--- src/rtl/prio_ic_pkg.sv ---
// rtl/prio_ic_pkg.sv - shared types and register offsets for the priority interrupt controller
package prio_ic_pkg;

    typedef enum logic [1:0] {
        IDLE       = 2'd0,
        PRESENT    = 2'd1,
        IN_SERVICE = 2'd2
    } state_e;

    // Control register word offsets, added to NUM_SRC (PRIO[i] occupy 0..NUM_SRC-1)
    localparam int OFF_ENABLE  = 0;
    localparam int OFF_MODE    = 1;
    localparam int OFF_PENDING = 2;
    localparam int OFF_THRESH  = 3;
    localparam int OFF_STATUS  = 4;

    localparam int STATUS_BUSY_BIT = 8;

endpackage

--- src/rtl/prio_ic_arbiter.sv ---
// rtl/prio_ic_arbiter.sv - combinational highest-priority picker, ties to lowest index
module prio_ic_arbiter #(
    parameter int NUM_SRC = 8,
    parameter int PRIO_W  = 3,
    localparam int ID_W   = $clog2(NUM_SRC)
) (
    input  logic [NUM_SRC-1:0]        elig,
    input  logic [NUM_SRC*PRIO_W-1:0] prio_flat,
    output logic [ID_W-1:0]           winner,
    output logic                      any_elig
);

    logic [PRIO_W-1:0] best;

    // Scan upward; strict greater-than keeps the lowest index on equal priority
    always_comb begin
        any_elig = 1'b0;
        winner   = '0;
        best     = '0;
        for (int i = 0; i < NUM_SRC; i++) begin
            if (elig[i] && (!any_elig || (prio_flat[i*PRIO_W +: PRIO_W] > best))) begin
                any_elig = 1'b1;
                winner   = ID_W'(i);
                best     = prio_flat[i*PRIO_W +: PRIO_W];
            end
        end
    end

endmodule

--- src/rtl/prio_interrupt_controller.sv ---
// rtl/prio_interrupt_controller.sv - APB-programmable priority interrupt controller top
module prio_interrupt_controller
    import prio_ic_pkg::*;
#(
    parameter int NUM_SRC  = 8,
    parameter int PRIO_W   = 3,
    localparam int ID_W    = $clog2(NUM_SRC),
    localparam int ADDR_W  = $clog2(NUM_SRC + 8)
) (
    input  logic              pclk,
    input  logic              preset,
    input  logic              psel,
    input  logic              penable,
    input  logic              pwrite,
    input  logic [ADDR_W-1:0] paddr,
    input  logic [31:0]       pwdata,
    output logic [31:0]       prdata,
    output logic              pready,
    output logic              pslverr,
    input  logic [NUM_SRC-1:0] irq_src,
    output logic              irq_valid,
    output logic [ID_W-1:0]   irq_id,
    input  logic              irq_ack,
    input  logic              irq_done
);

    localparam logic [ADDR_W-1:0] A_ENABLE  = ADDR_W'(NUM_SRC + OFF_ENABLE);
    localparam logic [ADDR_W-1:0] A_MODE    = ADDR_W'(NUM_SRC + OFF_MODE);
    localparam logic [ADDR_W-1:0] A_PENDING = ADDR_W'(NUM_SRC + OFF_PENDING);
    localparam logic [ADDR_W-1:0] A_THRESH  = ADDR_W'(NUM_SRC + OFF_THRESH);
    localparam logic [ADDR_W-1:0] A_STATUS  = ADDR_W'(NUM_SRC + OFF_STATUS);

    logic [NUM_SRC-1:0][PRIO_W-1:0] prio_q, prio_d;
    logic [NUM_SRC-1:0] enable_q, enable_d;
    logic [NUM_SRC-1:0] mode_q, mode_d;
    logic [NUM_SRC-1:0] pending_q, pending_d;
    logic [NUM_SRC-1:0] src_hist_q, src_hist_d;
    logic [PRIO_W-1:0]  thresh_q, thresh_d;
    state_e             state_q, state_d;
    logic [ID_W-1:0]    irq_id_q, irq_id_d;
    logic [ID_W-1:0]    in_service_q, in_service_d;
    logic [31:0]        prdata_q, prdata_d;

    logic               acc, err, wr, rd;
    logic [NUM_SRC-1:0] elig, w1c_mask, claim_mask, edge_next;
    logic [ID_W-1:0]    winner;
    logic               any_elig, claim;
    logic [31:0]        rdata;
    logic               unused_pwdata;

    assign acc     = psel & penable;
    assign err     = acc & (paddr > A_STATUS);
    assign wr      = acc & pwrite & ~err;
    assign rd      = acc & ~pwrite;
    assign pready  = acc;
    assign pslverr = err;

    assign prdata    = prdata_q;
    assign irq_valid = (state_q == PRESENT);
    assign irq_id    = irq_id_q;

    assign unused_pwdata = ^pwdata;

    // Writable configuration registers; changes reach eligibility on the following cycle
    always_comb begin
        prio_d   = prio_q;
        enable_d = enable_q;
        mode_d   = mode_q;
        thresh_d = thresh_q;
        if (wr) begin
            for (int i = 0; i < NUM_SRC; i++) begin
                if (paddr == ADDR_W'(i)) prio_d[i] = pwdata[PRIO_W-1:0];
            end
            if (paddr == A_ENABLE) enable_d = pwdata[NUM_SRC-1:0];
            if (paddr == A_MODE)   mode_d   = pwdata[NUM_SRC-1:0];
            if (paddr == A_THRESH) thresh_d = pwdata[PRIO_W-1:0];
        end
    end

    // Pending capture: level bits follow the line, edge bits latch rises and a new rise beats a clear
    always_comb begin
        claim      = (state_q == PRESENT) && irq_ack;
        claim_mask = claim ? (NUM_SRC'(1) << irq_id_q) : '0;
        w1c_mask   = (wr && (paddr == A_PENDING)) ? pwdata[NUM_SRC-1:0] : '0;
        edge_next  = (pending_q & ~(w1c_mask | claim_mask)) | (irq_src & ~src_hist_q);
        pending_d  = (mode_q & edge_next) | (~mode_q & irq_src);
        src_hist_d = irq_src;
        for (int i = 0; i < NUM_SRC; i++) begin
            elig[i] = pending_q[i] & enable_q[i] & (prio_q[i] > thresh_q);
        end
    end

    prio_ic_arbiter #(
        .NUM_SRC (NUM_SRC),
        .PRIO_W  (PRIO_W)
    ) u_arbiter (
        .elig      (elig),
        .prio_flat (prio_q),
        .winner    (winner),
        .any_elig  (any_elig)
    );

    // Offer/claim/complete sequencing; the offered id tracks the winner until claimed
    always_comb begin
        state_d      = state_q;
        irq_id_d     = irq_id_q;
        in_service_d = in_service_q;
        case (state_q)
            IDLE: begin
                if (any_elig) begin
                    state_d  = PRESENT;
                    irq_id_d = winner;
                end
            end
            PRESENT: begin
                if (irq_ack) begin
                    in_service_d = irq_id_q;
                    state_d      = IN_SERVICE;
                end else if (any_elig) begin
                    irq_id_d = winner;
                end else begin
                    state_d = IDLE;
                end
            end
            IN_SERVICE: begin
                if (irq_done) state_d = IDLE;
            end
            default: state_d = IDLE;
        endcase
    end

    // Read data mux; holds the last value outside a read access, unmapped reads give 0
    always_comb begin
        rdata = '0;
        if (!err) begin
            for (int i = 0; i < NUM_SRC; i++) begin
                if (paddr == ADDR_W'(i)) rdata[PRIO_W-1:0] = prio_q[i];
            end
            if (paddr == A_ENABLE)  rdata[NUM_SRC-1:0] = enable_q;
            if (paddr == A_MODE)    rdata[NUM_SRC-1:0] = mode_q;
            if (paddr == A_PENDING) rdata[NUM_SRC-1:0] = pending_q;
            if (paddr == A_THRESH)  rdata[PRIO_W-1:0]  = thresh_q;
            if (paddr == A_STATUS) begin
                rdata[STATUS_BUSY_BIT] = (state_q == IN_SERVICE);
                rdata[ID_W-1:0]        = in_service_q;
            end
        end
        prdata_d = rd ? rdata : prdata_q;
    end

    // All state registers with synchronous active-high reset
    always_ff @(posedge pclk) begin
        if (preset) begin
            prio_q       <= '0;
            enable_q     <= '0;
            mode_q       <= '0;
            pending_q    <= '0;
            src_hist_q   <= '0;
            thresh_q     <= '0;
            state_q      <= IDLE;
            irq_id_q     <= '0;
            in_service_q <= '0;
            prdata_q     <= '0;
        end else begin
            prio_q       <= prio_d;
            enable_q     <= enable_d;
            mode_q       <= mode_d;
            pending_q    <= pending_d;
            src_hist_q   <= src_hist_d;
            thresh_q     <= thresh_d;
            state_q      <= state_d;
            irq_id_q     <= irq_id_d;
            in_service_q <= in_service_d;
            prdata_q     <= prdata_d;
        end
    end

endmodule

--- config.mk ---
export PLATFORM = sky130hd
export DESIGN_NAME = prio_interrupt_controller
export DESIGN_NICKNAME = d
export VERILOG_FILES = /design/src/rtl/prio_ic_pkg.sv /design/src/rtl/prio_ic_arbiter.sv /design/src/rtl/prio_interrupt_controller.sv
export SDC_FILE = /design/constraint.sdc
export NUM_CORES = 1
export LEC_CHECK = 0
export ABC_AREA = 1
export BUFFER_PORTS_ARGS = -buffer_cell sky130_fd_sc_hd__buf_4
export CORE_MARGIN = 3
export CORE_UTILIZATION = 25
export DETAILED_ROUTE_END_ITERATION = 6
export HOLD_SLACK_MARGIN = 0.03
export PLACE_DENSITY_LB_ADDON = 0.12
export SLEW_MARGIN = 20
export SYNTH_ARGS = -nofsm -noshare
export SYNTH_HDL_FRONTEND = slang
export SYNTH_HIERARCHICAL = 1
export SYNTH_SLANG_ARGS = --single-unit
--- constraint.sdc ---
create_clock -name pclk -period 11.04 [get_ports pclk]
set_input_delay 0 -clock pclk [delete_from_list [all_inputs] [get_ports pclk]]
set_output_delay 0 -clock pclk [all_outputs]
set_load 0.1 [all_outputs]
# Word level (Yosys, flattened, before mapping)
# Index checks and enable logic that the tools add are counted.
totals:
  word_cells: 172
  ff_bits: 76
  out_inout_bits: 38
  inputBits: 51
classes:
  n_reduce_logical: 40
  bitwise: 33
  mux: 47
  magnitude_cmp: 16
  shift: 1
  eq_ne: 18
op_table:
  columns: ["operator", "n"]
  rows:
  - ["$mux 3", 23]
  - ["$gt 3x3->1", 15]
  - ["$mux 8", 5]
  - ["$and 8x8->8", 4]
  - ["$reduce_and 2->1", 13]
  - ["$not 8->8", 3]
  - ["$or 8x8->8", 3]
  - ["$and 1x1->1", 21]
  - ["$eq 4x4->1 const B", 5]
  - ["$eq 4x3->1 const B", 4]
  - ["$mux 2", 6]
  - ["$mux 1", 10]
  - ["$logic_and 1x1->1", 9]
  - ["$mux 9", 1]
  - ["$eq 4x2->1 const B", 2]
  - ["$shl 1x3->8 const A", 1]
  - ["$logic_not 1->1", 7]
  - ["$logic_or 1x1->1", 7]
  - ["$ne 2x2->1 const B", 3]
  - ["$pmux 2 s3", 1]
  - ["$pmux 3 s2", 1]
  - ["$eq 4x1->1 const B", 1]
  - ["$gt 4x4->1 const B", 1]
  - ["$logic_not 4->1", 1]
  - ["other kinds (7)", 8]

# Depth between registers and ports, before layout
# Gate-level depths: netlist of run 1.
logic_depth:
  depth_word: 34
  depth_mapped: 72
  depth_no_buf: 72

# Cells and area by module
# Netlist of run 1, hierarchy kept.
modules_own_cells:
  columns: ["mod", "n_inst", "cells_each", "area_per_inst_um2", "seq_area_each_um2"]
  rows:
  - ["prio_interrupt_controller", 1, 560, 4078.9, 1521.5]
  - ["prio_ic_arbiter", 1, 169, 929.6, 0.0]

# Worst setup path before layout of run 1
# Ideal clock, no wire load.
synth_timing:
  path_type: "flip-flop to flip-flop"
  startpoint: "register thresh_q[2]"
  endpoint: "register irq_id_q[1], in the netlist irq_id[1]"
  path_stages_with_launch: 69
  slack_ps: 2647
  required_time_ps: 10906
  setup_time_ps: 134
  t_arrival_ps: 8259
  cell_sequence: "dfxtp_1 -> inv_1 -> ha_1 -> nand2_1 -> nor2_1 -> a211oi_1 -> a311oi_1 -> nand2_1 -> ha_1 -> a21oi_1 -> nand2_1 -> nand2_1 -> nand2_1 -> nand2_1 -> nand2_1 -> nand2_1 -> inv_1 -> ha_1 -> [33 not listed] -> ha_1 -> nand2_1 -> o21ai_0 -> nand2_1 -> o21ai_2 -> nand2_2 -> or2_0 -> nand2_1 -> ha_1 -> a21oi_1 -> o21ai_0 -> a22o_1 -> nand2_1 -> nand2_1 -> inv_1 -> nand2_1 -> nor2_1 -> a211oi_1"
synth_via:
  elab_chain_cells: 34
  elab_cells_between_ends: 68
  cone_classes: "order compare (15); mux (24); bitwise (8); reduce/logical (21)"
synth_lines:
  columns: ["item", "line", "text"]
  rows:
  - ["from (decl)", "prio_interrupt_controller.sv:38", "logic [PRIO_W-1:0] thresh_q, thresh_d;"]
  - ["from (signal assigned)", "prio_interrupt_controller.sv:170", "thresh_q <= thresh_d;"]
  - ["$gt 3x3->1 *", "prio_interrupt_controller.sv:89", "elig[i] = pending_q[i] & enable_q[i] & (prio_q[i] > thresh_q);"]
  - ["$and 1x1->1 *", "prio_interrupt_controller.sv:89", null]
  - ["via elig[0]", "prio_interrupt_controller.sv:45", "logic [NUM_SRC-1:0] elig, w1c_mask, claim_mask, edge_next;"]
  - ["$mux 3 / $mux 1 (equally long branches)", "prio_ic_arbiter.sv:21", "if (elig[i] && (!any_elig || (prio_flat[i*PRIO_W +: PRIO_W] > best))) begin"]
  - ["$gt 3x3->1 / $logic_not 1->1 (equally long branches)", "prio_ic_arbiter.sv:21", null]
  - ["$logic_or 1x1->1", "prio_ic_arbiter.sv:21", null]
  - ["$logic_and 1x1->1", "prio_ic_arbiter.sv:21", null]
  - ["$mux 3 / $mux 1 (equally long branches)", "prio_ic_arbiter.sv:21", null]
  - ["[20 not listed]", null, null]
  - ["$gt 3x3->1 / $logic_not 1->1 (equally long branches)", "prio_ic_arbiter.sv:21", null]
  - ["$logic_or 1x1->1", "prio_ic_arbiter.sv:21", null]
  - ["$logic_and 1x1->1", "prio_ic_arbiter.sv:21", null]
  - ["$mux 3 *", "prio_ic_arbiter.sv:21", null]
  - ["via winner[1]", "prio_interrupt_controller.sv:46", "logic [ID_W-1:0] winner;"]
  - ["$mux 3 *", "prio_interrupt_controller.sv:110, prio_interrupt_controller.sv:119", null]
  - ["$mux 3", "prio_interrupt_controller.sv:116", "if (irq_ack) begin"]
  - ["$pmux 3 s2 *", "prio_interrupt_controller.sv:108", "case (state_q)"]
  - ["to (signal assigned)", "prio_interrupt_controller.sv:172", "irq_id_q <= irq_id_d;"]
  - ["to (decl)", "prio_interrupt_controller.sv:40", "logic [ID_W-1:0] irq_id_q, irq_id_d;"]
# The timed path passes the listed nets; every way through them passes the cells marked *. The select of a mux whose other input is x is not followed.
# A chain may end at the register's enable or synchronous reset.

# Worst setup path after layout of run 1
layout_timing:
  startpoint: "register prio_q[2] (netlist name)"
  endpoint: "register irq_id_q[1], in the netlist irq_id[1]"
layout_via:
  elab_chain_cells: 34
  elab_cells_between_ends: 54
  cone_classes: "order compare (8); mux (24); bitwise (1); reduce/logical (21)"
layout_lines:
  columns: ["item", "line", "text"]
  rows:
  - ["from (decl)", "prio_interrupt_controller.sv:33", "logic [NUM_SRC-1:0][PRIO_W-1:0] prio_q, prio_d;"]
  - ["from (signal assigned)", "prio_interrupt_controller.sv:165", "prio_q <= prio_d;"]
  - ["$gt 3x3->1 *", "prio_interrupt_controller.sv:89", null]
  - ["$and 1x1->1 *", "prio_interrupt_controller.sv:89", null]
  - ["via elig[0]", "prio_interrupt_controller.sv:45", null]
  - ["$mux 3 / $mux 1 (equally long branches)", "prio_ic_arbiter.sv:21", null]
  - ["$gt 3x3->1 / $logic_not 1->1 (equally long branches)", "prio_ic_arbiter.sv:21", null]
  - ["$logic_or 1x1->1", "prio_ic_arbiter.sv:21", null]
  - ["$logic_and 1x1->1", "prio_ic_arbiter.sv:21", null]
  - ["$mux 3 / $mux 1 (equally long branches)", "prio_ic_arbiter.sv:21", null]
  - ["[20 not listed]", null, null]
  - ["$gt 3x3->1 / $logic_not 1->1 (equally long branches)", "prio_ic_arbiter.sv:21", null]
  - ["$logic_or 1x1->1", "prio_ic_arbiter.sv:21", null]
  - ["$logic_and 1x1->1", "prio_ic_arbiter.sv:21", null]
  - ["$mux 3 *", "prio_ic_arbiter.sv:21", null]
  - ["via winner[1]", "prio_interrupt_controller.sv:46", null]
  - ["$mux 3 *", "prio_interrupt_controller.sv:110, prio_interrupt_controller.sv:119", null]
  - ["$mux 3", "prio_interrupt_controller.sv:116", null]
  - ["$pmux 3 s2 *", "prio_interrupt_controller.sv:108", null]
# Marked as above.

==> summary.txt, run 1 <==
Status
  • Status: finished, final reports clean

Routing
  • DR pass1 iterations: 5
  • Routed vias/inst: roughly 4.5
  • DRC errors left: 0
  • Routed Antenna Nets: 0
  • Starting DRC count in detailed routing: 222
  • Via count: around 4800
  • Post-DR wirelength/cell: 14.72 um
  • Final wirelength: 15500 um

Logic synthesis
  • Asr flop ratio synth: 0%
  • Leading area contributor after synthesis: dfxtp_1
  • Sequential area share after synthesis: between 30% and 40%
  • List of most frequent post-synthesis cells: nand2_1, inv_1, dfxtp_1
  • FF+latch count, synth: 76
  • Synth top area share: between 30% and 40%
  • Syn_area_per_cell: roughly 6.9 sq um
  • Yosys Warn Count: 6
  • Post-synth EDFFs: 0
  • Instance count of the mapped netlist: around 730
  • Yosys cell types: 37
  • Largest cells by area after synthesis: dfxtp_1, nand2_1, ha_1
  • Post-Syn Area: 5009 sq um
  • Post-synth top flop: dfxtp_1
  • Most common cell in the netlist: nand2_1

Final layout
  • Fin cells: between 1000 and 1500
  • Final core occ: between 30 and 40%
  • # fillers: between 2000 and 2500
  • Area grow syn2layout: 19.64%
  • Nets: approximately 880
  • Layout cells sized above 1: around 12%
  • Antenna diodes: 0

Global routing
  • First-pass GRT wire length: 24740 um
  • Antenna violations before repair: 0
  • GR Overflow Total: 0
  • Vias in the first global route: roughly 4600
  • Largest net degree at the start of global routing: 43
  • Met1 Use GR: approximately a fifth
  • Global routing's busiest layer: met2
  • Met3 global-route usage: 1.870%
  • GRT Total Usage: approximately 14%
  • Met2 GRT Util: about a quarter

Critical path
  • Arrival time worst endpoint: 9.74 ns
  • Critical path buffers and inverters: 4
  • CP Class: flop to flop
  • Worst Path Max Fanout: 7
  • Largest stage delay on the critical path: about 0.44 ns
  • Worst path slowest cell: a311oi_2
  • CP Data Required Time: 11.23 ns
  • Crit end category: flop
  • Delay-heaviest family, CP: simple AND/OR/NAND/NOR gates
  • CP most frequent cell: nand2_1
  • Startpoint Class: flop

Clock tree
  • Inserted Clock Buffers: 9
  • Worst-path clk slew: around 0.060 ns
  • Clock Latency Late Sink: 0.33 ns
  • CTS tree: built
  • Clk buf depth: 2
  • CTS root buf: clkbuf_16
  • CTS H-tree lvls: 3
  • Setup Fix Bufs, Post-CTS: 0
  • CTS sink cnt: 76

Power and ir drop
  • Worst-case vdd ir drop: ~0.064 mV
  • LEAKAGE: 0.002515 uW
  • Power Density: around 120 nW/um^2

Floorplan
  • Die ar.: approximately 22000 sq um
  • Initial core utilization: 25.57%
  • Vert. Die Dim: around 150 um
  • Die width: 147.5 um
  • Core area: around 20000 sq um
  • Rows: 51
  • IO Count: 89

STA
  • Relative max-transition margin: ~33%
  • Max Fclk: 0.1047 GHz
  • Clk_skew: roughly 0.0049 ns
  • Final Critical Period: roughly 9.5 ns
  • Hold Vio Cnt, Final: 0
  • Pins over their slew limit: 0
  • Worst-Margin Slew: slightly below 1 ns
  • Tcrit/Tclk final: 86.50%
  • Unrepaired setup endpoints after global routing: no
  • Total negative setup slack: 0 ns
  • Setup violators final: 0

Placed design
  • I/O Buffers: 41
  • Hpwl dp: approximately 12000 um
  • Post-Place Cells: around 1000
  • GPL Wtd Cong: 0.7946

Job
  • Max-Cap Viols: 0

Min path
  • Worst hold path class: primary input to flop
==> report_power, final <==
| group | switching, uW | internal [uW] | total (uW) |
|---|---|---|---|
| combinational | 68.5 | 18.9 | 87.4 |
| sequential | 2.83 | 279 | 282 |
| clock | 129 | 202 | 331 |
==> tightest hold or removal path, cell delays in order <==
cell     delay, ns
buf_4         0.17
nand3_1       0.10
a21oi_1       0.06
==> kinds of logic after synthesis <==
kind of cell	count (synthesis)	synth area share, %
flops	76	30.38
simple gates	311	27.78
other cells	1	0.07487
fa+ha+maj	45	11.24
buf+inv	142	12.67
compound gates	154	17.86
==> registers in the layout, summed over array words and instances (netlist names) <==
register / flops
in_service_q: 3
irq_id: 3
prdata: 9
thresh_q: 3
enable_q: 8
state_q: 2
mode_q: 8
prio_q: 24
pending_q: 8
src_hist_q: 8
==> layer usage <==
metal | up-vias | share of wire (%)
li1 | 2495 | -
met1 | 2190 | 47
met2 | 77 | 48
met3 | 20 | 3.2
met4 | 0 | 2.2
met5 | - | 0
==> cell type report <==
type	count	area, sq um	area share (%)
clock buffers	9	225.2	3.759
clock inverters	7	105.1	1.754
inverters	105	396.6	6.619
multi-input cells	533	2942	49.09
flip-flops and latches	76	1521	25.39
well taps	265	331.6	5.534
repair buffers	58	470.5	7.851
==> placed cells by master (no fill, tap or decap), drive strengths merged <==
cell type	synthesis	routed
or3	1	1
inv	105	108
clkinv	0	1
o221ai	4	4
o31ai	4	4
nand2	177	177
a311oi	8	8
conb	1	23
nand4	11	11
a32o	2	2
nor3	3	3
o311ai	4	4
o22ai	1	1
clkbuf	10	9
a22o	1	1
ha	45	45
bufinv	0	2
a21oi	65	65
a31oi	1	1
buf	27	44
or2	4	4
clkinvlp	0	1
nand3b	2	2
dfxtp	76	76
and2	6	6
nand3	51	51
dlygate4sd3	0	14
nor2	56	56
a211oi	12	12
o21ai	52	52
==> per-stage QoR <==
step | total power [uW] | instance area [sq um] | hold WS (ns) | setup slack [ns]
floorplan | 357.9 | 5091 | 0.08250 | 2.647
global placement | 371.0 | 5515 | 0.2407 | 1.428
detailed placement | 371.5 | 5515 | 0.2403 | 1.211
CTS | 708.2 | 5986 | 0.03603 | 1.187
global route | 725.8 | 5992 | 0.04997 | 0.3205
finish | 700.3 | 5992 | 0.05074 | 1.491
==> path summary, 6_finish.rpt <==
check | cells past startpoint | from | slack [ns] | end
hold / removal | 3 | pwdata[0] | 0.05 | mode_q[0]$_SDFFE_PP0P_
setup reg to reg | 67 | prio_q[2]$_SDFFE_PP0P_ | 1.49 | irq_id[1]$_SDFFE_PP0P_
hold reg to reg | 2 | in_service_q[0]$_SDFFE_PP0P_ | 0.46 | in_service_q[0]$_SDFFE_PP0P_
setup / recovery | 67 | prio_q[2]$_SDFFE_PP0P_ | 1.49 | irq_id[1]$_SDFFE_PP0P_
==> what timing repair did <==
item,CTS,global route
endpoints found under the setup margin,0,1
hold buffers,14,0
gates resized for setup,0,1
hold endpoints to repair,26,0
Power figures use the tool's default switching activity.
==> run 2: changes to the inputs <==
Clock period 11.04 ns to 10.7 ns, I/O delays scaled along.
==> run 2 against run 1 <==
Effect of this change: core utilization is essentially flat; largest cell class unchanged; fmax rose by 2.3%; routed wire length is 1.6% higher; total power is 3.1% higher; critical endpoint unchanged; non-clock buffer count is 1 higher.
==> summary.txt, run 2 (synthesis gave the netlist of run 1 again) <==
Status
  • Status: finished, final reports clean

STA
  • Total negative setup slack: 0 ns (unchanged)
  • Pins over their slew limit: 0 (unchanged)
  • Setup violators final: 0 (unchanged)
  • Relative max-transition margin: 31.04% (-2.3 points)
  • Tcrit/Tclk final: 87.24% (+0.74 points)
  • Clk_skew: 0.008435 ns (+0.003570 ns)
  • PnR worst setup slack: 1.365 ns (-0.1256 ns)
  • Hold Vio Cnt, Final: 0 (unchanged)
  • Worst-Margin Slew: 1.028 ns (+0.03449 ns)
  • Max Fclk: 0.1071 GHz (+2.3%)
  • Unrepaired setup endpoints after global routing: no
  • Final Critical Period: 9.335 ns (-0.2144 ns)

Final layout
  • Area grow syn2layout: 19.74% (about the same)
  • # fillers: 2154 (+0.23%)
  • Post-route cell area: 5997 sq um (about the same)
  • Antenna diodes: 0 (unchanged)
  • Number of flip-flops in the largest register: 24 (unchanged)
  • Most frequent cells in the layout: nand2_1, inv_1, dfxtp_1
  • Largest reg by FF count: prio_q
  • Final core occ: 30.61% (about the same)
  • Nets: 880 (+0.11%)
  • Layout cells sized above 1: 12.17% (-0.015 points)
  • Commonest non-fill, non-tap cell in the layout: nand2_1

Clock tree
  • Inserted Clock Buffers: 9 (unchanged)
  • Clk buf depth: 2 (unchanged)
  • CTS root buf: clkbuf_16
  • CTS sink cnt: 76 (unchanged)
  • CTS tree: built
  • Post-CTS resize count: 0 (unchanged)
  • Worst-path clk slew: 0.07 ns (about the same)
  • CTS H-tree lvls: 3 (unchanged)
  • Clock Latency Late Sink: 0.34 ns (about the same)

Critical path
  • CP Data Required Time: 10.90 ns (-0.33 ns)
  • Crit end category: flop
  • Worst path slowest cell: dfxtp_1
  • Arrival time worst endpoint: 9.54 ns (-0.20 ns)
  • Worst Path Max Fanout: 7 (unchanged)
  • CP most frequent cell: nand2_1
  • CP Class: flop to flop
  • Largest stage delay on the critical path: 0.36 ns (-0.08 ns)
  • Startpoint Class: flop

Floorplan
  • Vert. Die Dim: 147.5 um (unchanged)
  • Initial core utilization: 25.57% (unchanged)
  • Die ar.: 21770 sq um (unchanged)
  • IO Count: 89 (unchanged)
  • Core area: 19590 sq um (unchanged)
  • Die width: 147.5 um (unchanged)
  • Rows: 51 (unchanged)

Global routing
  • Largest net degree at the start of global routing: 43 (unchanged)
  • Vias in the first global route: 4896 (+6.7%)
  • GRT Total Usage: 14.69% (+0.32 points)
  • Antenna violations before repair: 0 (unchanged)
  • First-pass GRT wire length: 25230 um (+2.0%)
  • GR Overflow Total: 0 (unchanged)

Placed design
  • Hpwl dp: 12120 um (+1.3%)
  • Dpl ws: 1.386 ns (+0.1747 ns)
  • GPL Wtd Cong: 0.7902 (-0.55%)
  • Area after DPL: 5523 sq um (+0.14%)
  • I/O Buffers: 41 (unchanged)

Job
  • Max-Cap Viols: 0 (unchanged)

Routing
  • Post-DR wirelength/cell: 14.93 um (+1.5%)
  • DRC errors left: 0 (unchanged)
  • Routed vias/inst: 4.641 (+2.2%)
  • Routed Antenna Nets: 0 (unchanged)
  • DR pass1 iterations: 5 (unchanged)
  • Via count: 4892 (+2.3%)
  • Starting DRC count in detailed routing: 203 (-8.6%)
  • Final wirelength: 15740 um (+1.6%)

Power and ir drop
  • Worst-case vdd ir drop: 0.05992 mV (-5.7%)
  • Power Density: 120.4 nW/um^2 (+3.0%)
  • LEAKAGE: 0.002524 uW (+0.38%)

Min path
  • Worst hold path class: primary input to flop
-- run 2: changes by cell type in the layout (fill, tap and decap cells not counted), sizes merged --
cell / delta
clkinv: +3
clkbuf: +1
buf: +1
clkinvlp: -1
inv: -3
-- run 2: final timing paths --
path | from | end | slack, ns | depth (start not counted)
hold reg to reg | in_service_q[0]$_SDFFE_PP0P_ | in_service_q[0]$_SDFFE_PP0P_ | 0.46 | 2
setup reg to reg | prio_q[2]$_SDFFE_PP0P_ | irq_id[1]$_SDFFE_PP0P_ | 1.37 | 69
setup / recovery | prio_q[2]$_SDFFE_PP0P_ | irq_id[1]$_SDFFE_PP0P_ | 1.37 | 69
hold / removal | pwdata[1] | prio_q[22]$_SDFFE_PP0P_ | 0.05 | 3
-- run 2: where the power goes --
group | internal (uW) | switching [uW] | total [uW]
Combinational | 19.5 | 71.2 | 90.7
Sequential | 288 | 2.90 | 291
Clock | 213 | 128 | 341
Total | 520 | 202 | 722
-- run 2: per-layer routing --
layer,vias to the layer above,routed length (um),GRT usage (%)
met3,31,571,1.870
met5,-,0,0
met4,0,399,5.545
met1,2256,7252,18.99
met2,118,7518,25.05
li1,2487,-,-
-- run 2: worst max-delay path, delay by kind of cell, from the launching register on --
kind,cells,cell delay [ns]
flip-flops,1,0.36
AO/OA/AOI/OAI,15,1.85
AND/OR/NAND/NOR,40,3.94
adder cells (fa/ha/maj),8,2.34
buffers and inverters,6,0.70
-- run 2: repair_timing --
| action | in CTS | in global routing |
|---|---|---|
| endpoints found under the hold margin | 26 | 0 |
| hold buffers | 14 | 0 |
| setup buffers | 0 | 0 |
-- run 2: area by class of cell --
| cell class | instances | area [sq um] | area share [%] |
|---|---|---|---|
| Tap cell | 265 | 331.6 | 5.529 |
| Clock buffer | 10 | 239.0 | 3.985 |
| Sequential cell | 76 | 1521 | 25.37 |
| Inverter | 105 | 396.6 | 6.614 |
| Timing Repair Buffer | 59 | 478.0 | 7.970 |
| Multi-Input combinational cell | 533 | 2935 | 48.95 |
| Clock inverter | 6 | 95.09 | 1.586 |
-- run 2: through the flow --
step | power, uW | hold slack (ns) | cells
after global routing | 748.5 | 0.04878 | 1054
after CTS | 731.4 | 0.03532 | 1054
after global placement | 382.7 | 0.2406 | 1024
final | 722.1 | 0.04623 | 1054
after detailed placement | 383.8 | 0.2410 | 1024
after floorplan | 369.3 | 0.08250 | 751
